--- src/rtl/bscan_seq_pkg.sv ---
`default_nettype none
// ============================================================================
// Module   : bscan_seq_pkg
// Brief    : Shared state encoding and default sizing for the boundary-scan
//            chain sequencer.
// Revision : 1.0 - initial release
// ============================================================================
package bscan_seq_pkg;

    localparam int BSCAN_CHAIN_LEN_DEFAULT = 43;
    localparam int BSCAN_CLK_DIV_DEFAULT   = 2;

    typedef enum logic [2:0] {
        ST_IDLE    = 3'd0,
        ST_CAPTURE = 3'd1,
        ST_SHIFT   = 3'd2,
        ST_UPDATE  = 3'd3,
        ST_RESP    = 3'd4
    } bscan_state_t;

    // States in which the chain control nets are being driven.
    function automatic logic is_active(input bscan_state_t st);
        return (st == ST_CAPTURE) || (st == ST_SHIFT) || (st == ST_UPDATE);
    endfunction

endpackage
`default_nettype wire

--- src/rtl/bscan_clkgen.sv ---
`default_nettype none
// ============================================================================
// Module   : bscan_clkgen
// Brief    : Scan-clock divider. Counts 2*CLK_DIV cycles per pulse while
//            enabled and parks at the start of the low phase otherwise.
// Revision : 1.0 - initial release
// ============================================================================
module bscan_clkgen
    import bscan_seq_pkg::*;
#(
    parameter int CLK_DIV = BSCAN_CLK_DIV_DEFAULT
) (
    input  logic clk,
    input  logic reset_l,
    input  logic en,
    output logic fall_stb,
    output logic rise_stb,
    output logic pulse_done
);

    localparam int CNT_W = (2 * CLK_DIV > 2) ? $clog2(2 * CLK_DIV) : 1;
    localparam logic [CNT_W-1:0] c_rise_cnt = CNT_W'(CLK_DIV - 1);
    localparam logic [CNT_W-1:0] c_last_cnt = CNT_W'(2 * CLK_DIV - 1);

    logic [CNT_W-1:0] r_cnt;

    always_ff @(posedge clk or negedge reset_l) begin
        if (!reset_l) begin
            r_cnt <= '0;
        end else if (!en || (r_cnt == c_last_cnt)) begin
            r_cnt <= '0;
        end else begin
            r_cnt <= r_cnt + CNT_W'(1);
        end
    end

    // Strobes mark the clk edge on which the scan clock changes level.
    assign rise_stb   = en && (r_cnt == c_rise_cnt);
    assign fall_stb   = en && (r_cnt == c_last_cnt);
    assign pulse_done = fall_stb;

endmodule
`default_nettype wire

--- src/rtl/bscan_seq.sv ---
`default_nettype none
// ============================================================================
// Module   : bscan_seq
// Brief    : Boundary-scan chain sequencer: optional capture, full-length
//            shift, optional update, returns the bits shifted out.
// Config   : define BSCAN_SEQ_ABORT_EN to add the abort input.
// Revision : 1.0 - initial release
// ============================================================================
module bscan_seq
    import bscan_seq_pkg::*;
#(
    parameter int CHAIN_LEN = BSCAN_CHAIN_LEN_DEFAULT,
    parameter int CLK_DIV   = BSCAN_CLK_DIV_DEFAULT
) (
`ifdef BSCAN_SEQ_ABORT_EN
    input  logic                 abort,
`endif
    input  logic                 clk,
    input  logic                 reset_l,
    input  logic                 req_valid,
    output logic                 req_ready,
    input  logic                 req_capture,
    input  logic                 req_update,
    input  logic [CHAIN_LEN-1:0] req_data,
    input  logic                 mode_en,
    output logic                 rsp_valid,
    input  logic                 rsp_ready,
    output logic [CHAIN_LEN-1:0] rsp_data,
    output logic                 bscan_si,
    input  logic                 bscan_so,
    output logic                 bscan_shift,
    output logic                 bscan_clock,
    output logic                 bscan_mode,
    output logic                 bscan_update
);

    localparam int PCNT_W = $clog2(CHAIN_LEN + 1);
    localparam logic [PCNT_W-1:0] c_last_pulse = PCNT_W'(CHAIN_LEN - 1);

    bscan_state_t         r_state;
    logic                 r_ready;
    logic                 r_valid;
    logic [CHAIN_LEN-1:0] r_rsp;
    logic [CHAIN_LEN-1:0] r_sreg;
    logic [PCNT_W-1:0]    r_pcnt;
    logic                 r_upd_req;
    logic                 r_si;
    logic                 r_shift;
    logic                 r_bclk;
    logic                 r_mode;
    logic                 r_update;

    logic                 w_abort;
    logic                 w_active;
    logic                 w_gen_en;
    logic                 w_fall_stb;
    logic                 w_rise_stb;
    logic                 w_pulse_done;
    logic [CHAIN_LEN-1:0] w_sreg_next;
    logic [CHAIN_LEN-1:0] w_rsp_next;

`ifdef BSCAN_SEQ_ABORT_EN
    assign w_abort = abort;
`else
    assign w_abort = 1'b0;
`endif

    assign w_active    = is_active(r_state);
    assign w_gen_en    = w_active && !w_abort;
    assign w_sreg_next = r_sreg >> 1;

    // Far-end bit enters at the top so pulse i lands in bit i after the last shift.
    generate
        if (CHAIN_LEN > 1) begin : g_rsp_multi
            assign w_rsp_next = {bscan_so, r_rsp[CHAIN_LEN-1:1]};
        end else begin : g_rsp_single
            assign w_rsp_next = bscan_so;
        end
    endgenerate

    bscan_clkgen #(
        .CLK_DIV    (CLK_DIV)
    ) u_clkgen (
        .clk        (clk),
        .reset_l    (reset_l),
        .en         (w_gen_en),
        .fall_stb   (w_fall_stb),
        .rise_stb   (w_rise_stb),
        .pulse_done (w_pulse_done)
    );

    always_ff @(posedge clk or negedge reset_l) begin
        if (!reset_l) begin
            r_state   <= ST_IDLE;
            r_ready   <= 1'b1;
            r_valid   <= 1'b0;
            r_rsp     <= '0;
            r_sreg    <= '0;
            r_pcnt    <= '0;
            r_upd_req <= 1'b0;
            r_si      <= 1'b0;
            r_shift   <= 1'b0;
            r_bclk    <= 1'b0;
            r_mode    <= 1'b0;
            r_update  <= 1'b0;
        end else if (w_abort && w_active) begin
            r_state  <= ST_IDLE;
            r_ready  <= 1'b1;
            r_si     <= 1'b0;
            r_shift  <= 1'b0;
            r_bclk   <= 1'b0;
            r_update <= 1'b0;
        end else begin
            case (r_state)
                ST_IDLE: begin
                    r_mode <= mode_en;
                    if (req_valid) begin
                        r_ready   <= 1'b0;
                        r_upd_req <= req_update;
                        r_sreg    <= req_data;
                        r_pcnt    <= '0;
                        if (req_capture) begin
                            r_state <= ST_CAPTURE;
                        end else begin
                            r_state <= ST_SHIFT;
                            r_shift <= 1'b1;
                            r_si    <= req_data[0];
                        end
                    end
                end

                ST_CAPTURE: begin
                    if (w_rise_stb) begin
                        r_bclk <= 1'b1;
                    end
                    if (w_pulse_done) begin
                        r_bclk  <= 1'b0;
                        r_state <= ST_SHIFT;
                        r_shift <= 1'b1;
                        r_si    <= r_sreg[0];
                    end
                end

                ST_SHIFT: begin
                    if (w_rise_stb) begin
                        r_bclk <= 1'b1;
                        r_rsp  <= w_rsp_next;
                    end
                    if (w_fall_stb) begin
                        r_bclk <= 1'b0;
                    end
                    if (w_pulse_done) begin
                        if (r_pcnt == c_last_pulse) begin
                            r_shift <= 1'b0;
                            r_si    <= 1'b0;
                            if (r_upd_req) begin
                                r_state  <= ST_UPDATE;
                                r_update <= 1'b1;
                            end else begin
                                r_state <= ST_RESP;
                                r_valid <= 1'b1;
                            end
                        end else begin
                            r_pcnt <= r_pcnt + PCNT_W'(1);
                            r_sreg <= w_sreg_next;
                            r_si   <= w_sreg_next[0];
                        end
                    end
                end

                ST_UPDATE: begin
                    // Update net reuses the divider: high in the low phase, low in the high phase.
                    if (w_rise_stb) begin
                        r_update <= 1'b0;
                    end
                    if (w_pulse_done) begin
                        r_state <= ST_RESP;
                        r_valid <= 1'b1;
                    end
                end

                ST_RESP: begin
                    if (rsp_ready) begin
                        r_valid <= 1'b0;
                        r_ready <= 1'b1;
                        r_state <= ST_IDLE;
                    end
                end

                default: begin
                    r_state <= ST_IDLE;
                    r_ready <= 1'b1;
                end
            endcase
        end
    end

    assign req_ready    = r_ready;
    assign rsp_valid    = r_valid;
    assign rsp_data     = r_rsp;
    assign bscan_si     = r_si;
    assign bscan_shift  = r_shift;
    assign bscan_clock  = r_bclk;
    assign bscan_mode   = r_mode;
    assign bscan_update = r_update;

endmodule
`default_nettype wire
--- config.mk ---
export PLATFORM = sky130hd
export DESIGN_NAME = bscan_seq
export DESIGN_NICKNAME = d
export VERILOG_FILES = /design/src/rtl/bscan_seq_pkg.sv /design/src/rtl/bscan_clkgen.sv /design/src/rtl/bscan_seq.sv
export SDC_FILE = /design/constraint.sdc
export NUM_CORES = 1
export LEC_CHECK = 0
export BUFFER_PORTS_ARGS = -buffer_cell sky130_fd_sc_hd__buf_2
export CORE_UTILIZATION = 49
export DETAILED_ROUTE_END_ITERATION = 8
export MAX_ROUTING_LAYER = met4
export PLACE_DENSITY = 0.85
export SLEW_MARGIN = 15
export SYNTH_ARGS = -nofsm -noshare
export SYNTH_HDL_FRONTEND = slang
export SYNTH_SLANG_ARGS = --single-unit
--- constraint.sdc ---
create_clock -name clk -period 1.8 [get_ports clk]
set_input_delay 0.45 -clock clk [delete_from_list [all_inputs] [get_ports clk]]
set_output_delay 0.45 -clock clk [all_outputs]
set_load 0.03 [all_outputs]
==> results of run 1 <==
[stage by stage]
stage | cell area [µm²] | utilization [%] | worst slack [ps] | total power, mW
finish | 5760 | 62.3 | 79.4 | 8.27
global route | 5760 | 62.3 | 0.442 | 8.84
CTS | 5730 | 62.0 | 1.34 | 8.29
detailed placement | 5480 | 59.3 | 10.4 | 6.70
global placement | 5480 | 59.3 | 47.4 | 6.55
floorplan | 4690 | - | 53.7 | 5.74
[final timing paths]
kind,from,endpoint,slack [ps],depth (start not counted)
hold reg to reg,u_clkgen.r_cnt[0]$_DFF_PN0_,u_clkgen.r_cnt[0]$_DFF_PN0_,470,1
setup reg to reg,r_pcnt[4]$_DFFE_PN0P_,r_sreg[42]$_DFFE_PN0P_,80,5
setup / recovery,r_pcnt[4]$_DFFE_PN0P_,r_sreg[42]$_DFFE_PN0P_,80,5
min in group clk,req_update,r_upd_req$_DFFE_PN0P_,290,3
hold / removal,reset_l,rsp_data[1]$_DFFE_PN0P_,60,1
max in group asynchronous,reset_l,rsp_data[35]$_DFFE_PN0P_,1100,2
[critical path: cells and delay by family, from the launching register on]
kind            cells  cell delay, ps
simple gates        2             670
compound gates      2             430
flops               1             390
buf+inv             1             170
[Yosys cell counts (all sizes together)]
master / n
dfrtp: 104
o21ai: 49
mux2: 44
nand3: 44
mux2i: 43
buf: 22
nand2: 11
a21oi: 10
nor2: 10
clkbuf: 7
inv: 5
ha: 4
and2: 3
nand2b: 3
o22a: 3
or3b: 3
a22o: 2
a31oi: 2
nor2b: 2
o211ai: 2
o2bb2ai: 2
a21boi: 1
a21o: 1
a221oi: 1
a311oi: 1
a32o: 1
a41oi: 1
dfstp: 1
nand4: 1
nor3: 1
nor3b: 1
nor4bb: 1
o211a: 1
o31ai: 1
o41ai: 1
or3: 1
or4: 1
xnor2: 1
[repair_timing]
| item | CTS | global route |
|---|---|---|
| setup endpoints to repair | 2 | 71 |
| gates resized for setup | 4 | 5 |
| gates cloned | 1 | 0 |
| setup buffers | 1 | 2 |
| pin swaps | 2 | 4 |
[placed cells by master (no fill, tap or decap), types with 2 or more instances in the layout]
| master | netlist | final |
|---|---|---|
| inv_1 | 5 | 5 |
| clkbuf_8 | 0 | 9 |
| ha_1 | 4 | 4 |
| nand3_1 | 44 | 44 |
| nor2_1 | 9 | 9 |
| o21ai_0 | 4 | 4 |
| o21ai_1 | 45 | 45 |
| o22a_1 | 3 | 3 |
| o2bb2ai_1 | 2 | 2 |
| buf_6 | 0 | 2 |
| dfrtp_1 | 104 | 102 |
| a22o_1 | 2 | 2 |
| or3b_1 | 3 | 2 |
| buf_2 | 13 | 99 |
| mux2i_1 | 43 | 43 |
| buf_12 | 0 | 4 |
| clkinv_4 | 0 | 3 |
| mux2_1 | 44 | 44 |
| a31oi_1 | 2 | 2 |
| buf_4 | 9 | 27 |
| nand2_1 | 11 | 11 |
| a21oi_1 | 10 | 10 |
| inv_6 | 0 | 2 |
| dfrtp_2 | 0 | 2 |
| nor2b_1 | 2 | 2 |
| nand2b_1 | 3 | 3 |
[registers in the layout (all words and copies together), names as in the netlist]
| name | cells |
|---|---|
| u_clkgen.r_cnt | 2 |
| r_pcnt | 6 |
| rsp_data | 43 |
| req_ready | 1 |
| r_state | 3 |
| r_upd_req | 1 |
| bscan_mode | 1 |
| bscan_shift | 1 |
| rsp_valid | 1 |
| r_sreg | 43 |
| bscan_clock | 1 |
| bscan_si | 1 |
| bscan_update | 1 |
[routing by layer]
metal  part of all wire [%]  vias up  track usage, %  wire length [µm]
li1                       -     1652               -                 -
met1                     46     1706            26.1              4430
met2                     48       98            34.2              4560
met3                    4.0       17            3.34               378
met4                    1.8        0            7.35               167
met5                      0        -               -                 0
[layout make-up]
type	instances	area, µm²	area share [%]
clock buffers	9	124	2.15
flip-flops and latches	105	2630	45.7
well taps	129	161	2.80
clock inverters	7	85.1	1.48
multi-input cells	253	1910	33.2
repair buffers	133	828	14.4
inverters	5	18.8	0.326
[cells by family after synthesis]
logic type / Yosys count / synth area share [%]
AO/OA/AOI/OAI: 79 / 10.1
XOR/XNOR: 1 / 0.187
adder cells (fa/ha/maj): 4 / 1.07
buffers and inverters: 34 / 3.79
flip-flops: 105 / 56.1
multiplexers: 87 / 19.7
AND/OR/NAND/NOR: 82 / 9.07
[power groups by stage]
stage / logic [mW] / clock network (mW) / registers [mW]
floorplan: 2.15 / 0 / 3.59
global route: 3.68 / 1.65 / 3.51
finish: 3.33 / 1.51 / 3.43
CTS: 3.31 / 1.56 / 3.42
detailed placement: 3.23 / 0 / 3.47
global placement: 3.12 / 0 / 3.43
==> flow_summary.toml, run 1 <==
[pwr]
p_seq_share_pct = 41.5
combPwrFrac_pct = 40.2
intPower_mw = 5.22
power_density_nw_per_um2 = 1440
power_leakage_nw = 2.93
clock_power_share_pct = 18.2
p_sw_mw = 3.05
peakVddDrop_uv = 809
power_switching_share_pct = 36.9

[sta]
tightestPinTransition_ps = 549
slew_headroom_pct = 63.4
hold_viol = 0
fmax_mhz = 581
period_share_pct = 95.6
finalClockSkew_ps = 12.0
slew_violations = 0
setup_viol = 0
whs_ps = 61.3
setup_tns_ps = 0
fin_crit_ps = 1720
rsz0062_at_grt = "false"

[clock_network]
cts_tree = "done"
cts_hold_buf = 0
root_buffer = "clkbuf_8"
cts_buffers = 9
clk_path_buf_depth = 2
insertion_delay_ps = 360
htreeDepth = 3
clk_pin_slew_ps = 100
clock-sinks = 105

[synthesis]
syn-num-nets = 447
ys_warn_count = 0
synthCells = 392
yosysTopAreaCell = "dfrtp_1"
ys_seq_area_share_pct = 56.1
synth_cell_types = 42
synth_top_area_share_pct = 55.5
syn_avg_cell_area_um2 = 12.0
syn-cell-area_um2 = 4690
ys_ff_latch = 105
synth_area_leaders = "dfrtp_1 (55%), mux2_1 (11%), mux2i_1 (9.2%), o21ai_1 (4.8%), nand3_1 (4.7%)"

[layout]
drive_above_1_share_pct = 31.3
num-fill-cells = 736
fin_nets = 562
area_growth_pct = 22.8
antenna_cells = 0
stdcell_count = 641

[global_routing]
grt_usage_pct = 20.7
grt_pass1_vias = 3497
grt_start_max_net_pins = 44
grt_pass1_wl_um = 16000
overflow = 0
antenna_found_initial = 0

[floorplan]
rows = 35
fp.coreArea_um2 = 9240
dieArea_um2 = 9970
io_pins = 101
floorplan.initialDensity_pct = 50.8
die_h_um = 99.8
fp.dieW_um = 99.8

[placed_design]
post-dp-hpwl_um = 6760
gp_congestion = 0.873
port_buffers = 100
post-place-cells = 621

[route]
firstDrtPassIters = 4
drt-initial-drc-count = 139
drcViolationCount = 0
wl_um = 9540
vias_per_cell = 5.42
wl_per_cell_um = 14.9
ant_nets = 0
vias = 3473

[worst_hold_path]
min-delay-path-class = "primary input to async pin"

[worst_setup_path]
end_kind = "register"
cp_slowest_cell = "or3b_4"
cp_cell_sequence = "or3b_4 -> o211ai_4 -> and2_4 -> buf_12 -> a22o_1"
startpoint_type = "register"
cp_data_required_time_ps = 2100
worstPathMaxFanout = 23
criticalPathCategory = "register to register"
crit_path_max_incr_delay_ps = 430
arrival_ps = 2020

[outcome]
status = "completed"

[run]
max-cap-violations = 0
Power figures use the tool's default switching activity.
==> inputs of run 2 (changes only) <==
--- a/config.mk
+++ b/config.mk
@@ -6,10 +6,10 @@
 export NUM_CORES = 1
 export LEC_CHECK = 0
 export BUFFER_PORTS_ARGS = -buffer_cell sky130_fd_sc_hd__buf_2
-export CORE_UTILIZATION = 49
+export CORE_UTILIZATION = 30
 export DETAILED_ROUTE_END_ITERATION = 8
 export MAX_ROUTING_LAYER = met4
-export PLACE_DENSITY = 0.85
+export PLACE_DENSITY = 0.6
 export SLEW_MARGIN = 15
 export SYNTH_ARGS = -nofsm -noshare
 export SYNTH_HDL_FRONTEND = slang
==> run 2 against run 1 <==
- sequential power about the same
- design area is 3.6% higher
- clock skew fell by 4.6 ps
- register-to-register slack about the same
- hold slack got worse by 23 ps
- critical path depth is the same
- die area rose by 62%
- count of clock-buffer cells in the layout is 1 higher
- core utilization down 23 points
- maximum frequency decreased by 0.63%
- setup slack got worse by 11 ps
- non-clock buffer count fell by 3
- critical path type unchanged
- largest power group unchanged
==> flow_summary.toml, run 2 (synthesis results as in run 1) <==
[outcome]
status = "completed"

[sta]
setup_viol = 0
finalClockSkew_ps = 7.33
setup_tns_ps = 0
worst_slack_ps = 68.4
whs_ps = 38.3
tightestPinTransition_ps = 459
fmax_mhz = 577
slew_headroom_pct = 69.4
slew_violations = 0
rsz0062_at_grt = "true"
hold_viol = 0
period_share_pct = 96.2
fin_crit_ps = 1730

[route]
vias_per_cell = 4.90
vias = 3418
wl_um = 10300
ant_nets = 0
drt-initial-drc-count = 180
firstDrtPassIters = 4
drcViolationCount = 0
wl_per_cell_um = 14.8

[floorplan]
die_h_um = 127
fp.dieW_um = 127
rows = 45
io_pins = 101
dieArea_um2 = 16100
floorplan.initialDensity_pct = 30.8
fp.coreArea_um2 = 15200

[placed_design]
preCtsSetupSlack_ps = 74.3
port_buffers = 100
post-place-cells = 680
post-dp-hpwl_um = 7040
gp_congestion = 0.791

[global_routing]
grt_pass1_wl_um = 17300
grt_pass1_vias = 3525
overflow = 0
grt_usage_pct = 14.0
grt_start_max_net_pins = 49
antenna_found_initial = 0

[clock_network]
cts_buffers = 9
clock-sinks = 105
clk_pin_slew_ps = 70
cts_tree = "done"
cts_hold_buf = 0
insertion_delay_ps = 340
clk_path_buf_depth = 2
htreeDepth = 3
root_buffer = "clkbuf_16"

[layout]
num-fill-cells = 1474
layout_common_cells = "dfrtp_1 (103), buf_2 (99), o21ai_1 (45), mux2_1 (44), nand3_1 (44)"
area_growth_pct = 27.2
utilization_pct = 39.3
fin_nets = 559
drive_above_1_share_pct = 30.6
antenna_cells = 0
stdcell_count = 697
layout.cells.most_common = "dfrtp_1"

[worst_setup_path]
r2r_end = "r_pcnt[1]$_DFFE_PN0P_"
cp_data_required_time_ps = 2070
reg2reg_from = "r_pcnt[4]$_DFFE_PN0P_"
arrival_ps = 2000
r2r_slack_ps = 70
r2r_cells = 5
criticalPathCategory = "register to register"
worstPathMaxFanout = 23
end_kind = "register"
crit_end = "r_pcnt[1]$_DFFE_PN0P_"
crit_start = "r_pcnt[4]$_DFFE_PN0P_"
startpoint_type = "register"

[pwr]
power_leakage_nw = 2.97
p_sw_mw = 3.13
power_switching_share_pct = 35.0
peakVddDrop_uv = 613
intPower_mw = 5.82
combPwrFrac_pct = 37.9
power_density_nw_per_um2 = 1500
clock_power_share_pct = 24.0
p_seq_share_pct = 38.1

[worst_hold_path]
min-delay-path-class = "primary input to async pin"

[run]
max-cap-violations = 0
==> run 2: critical path: stages (launching register included) <==
cell       delay (ps)
dfrtp_1           400
or3b_1            420
o211ai_4          230
and2_2            260
clkbuf_16         220
o2bb2ai_1         130
==> run 2: cell type report <==
type / count / area (µm²) / area share [%]
clock buffers: 10 / 239 / 4.01
clock inverters: 6 / 90.1 / 1.51
inverters: 5 / 18.8 / 0.315
multi-input cells: 253 / 1910 / 32.0
flip-flops and latches: 105 / 2630 / 44.1
well taps: 188 / 235 / 3.94
repair buffers: 130 / 846 / 14.2
==> run 2: per-layer routing <==
layer / up-vias / GRT usage [%] / share of wire [%]
li1: 1640 / - / -
met1: 1674 / 17.1 / 46
met2: 93 / 22.9 / 47
met3: 11 / 2.85 / 4.8
met4: 0 / 5.25 / 1.5
met5: - / - / 0
==> run 2: worst min path at each step <==
| stage | start | to | slack (ps) | cells after the start |
|---|---|---|---|---|
| floorplan | reset_l | bscan_clock$_DFFE_PN0P_ | 150 | 0 |
| global placement | reset_l | rsp_data[3]$_DFFE_PN0P_ | 410 | 1 |
| detailed placement | reset_l | rsp_data[7]$_DFFE_PN0P_ | 420 | 1 |
| CTS | reset_l | rsp_data[6]$_DFFE_PN0P_ | 40 | 1 |
| global route | reset_l | rsp_data[7]$_DFFE_PN0P_ | 60 | 1 |
| finish | reset_l | rsp_data[7]$_DFFE_PN0P_ | 40 | 1 |
==> run 2: repair_timing <==
item | CTS | global route
endpoints found under the setup margin | 0 | 4
setup buffers | 0 | 0
hold endpoints to repair | 0 | 0
gates resized for setup | 0 | 3
==> run 2: power groups by stage <==
stage,Clock [mW],Combinational (mW),Sequential (mW)
2_1_floorplan,0,2.15,3.59
3_3_place_gp,0,3.29,3.42
3_5_place_dp,0,3.37,3.45
4_1_cts,2.22,3.37,3.41
5_1_grt,2.32,3.76,3.51
6_report,2.15,3.39,3.41
==> run 2: through the flow <==
stage               area [µm²]  total power, mW
floorplan                 4690             5.74
global placement          5600             6.72
detailed placement        5600             6.82
CTS                       5930             9.00
global route              5970             9.59
finish                    5970             8.95
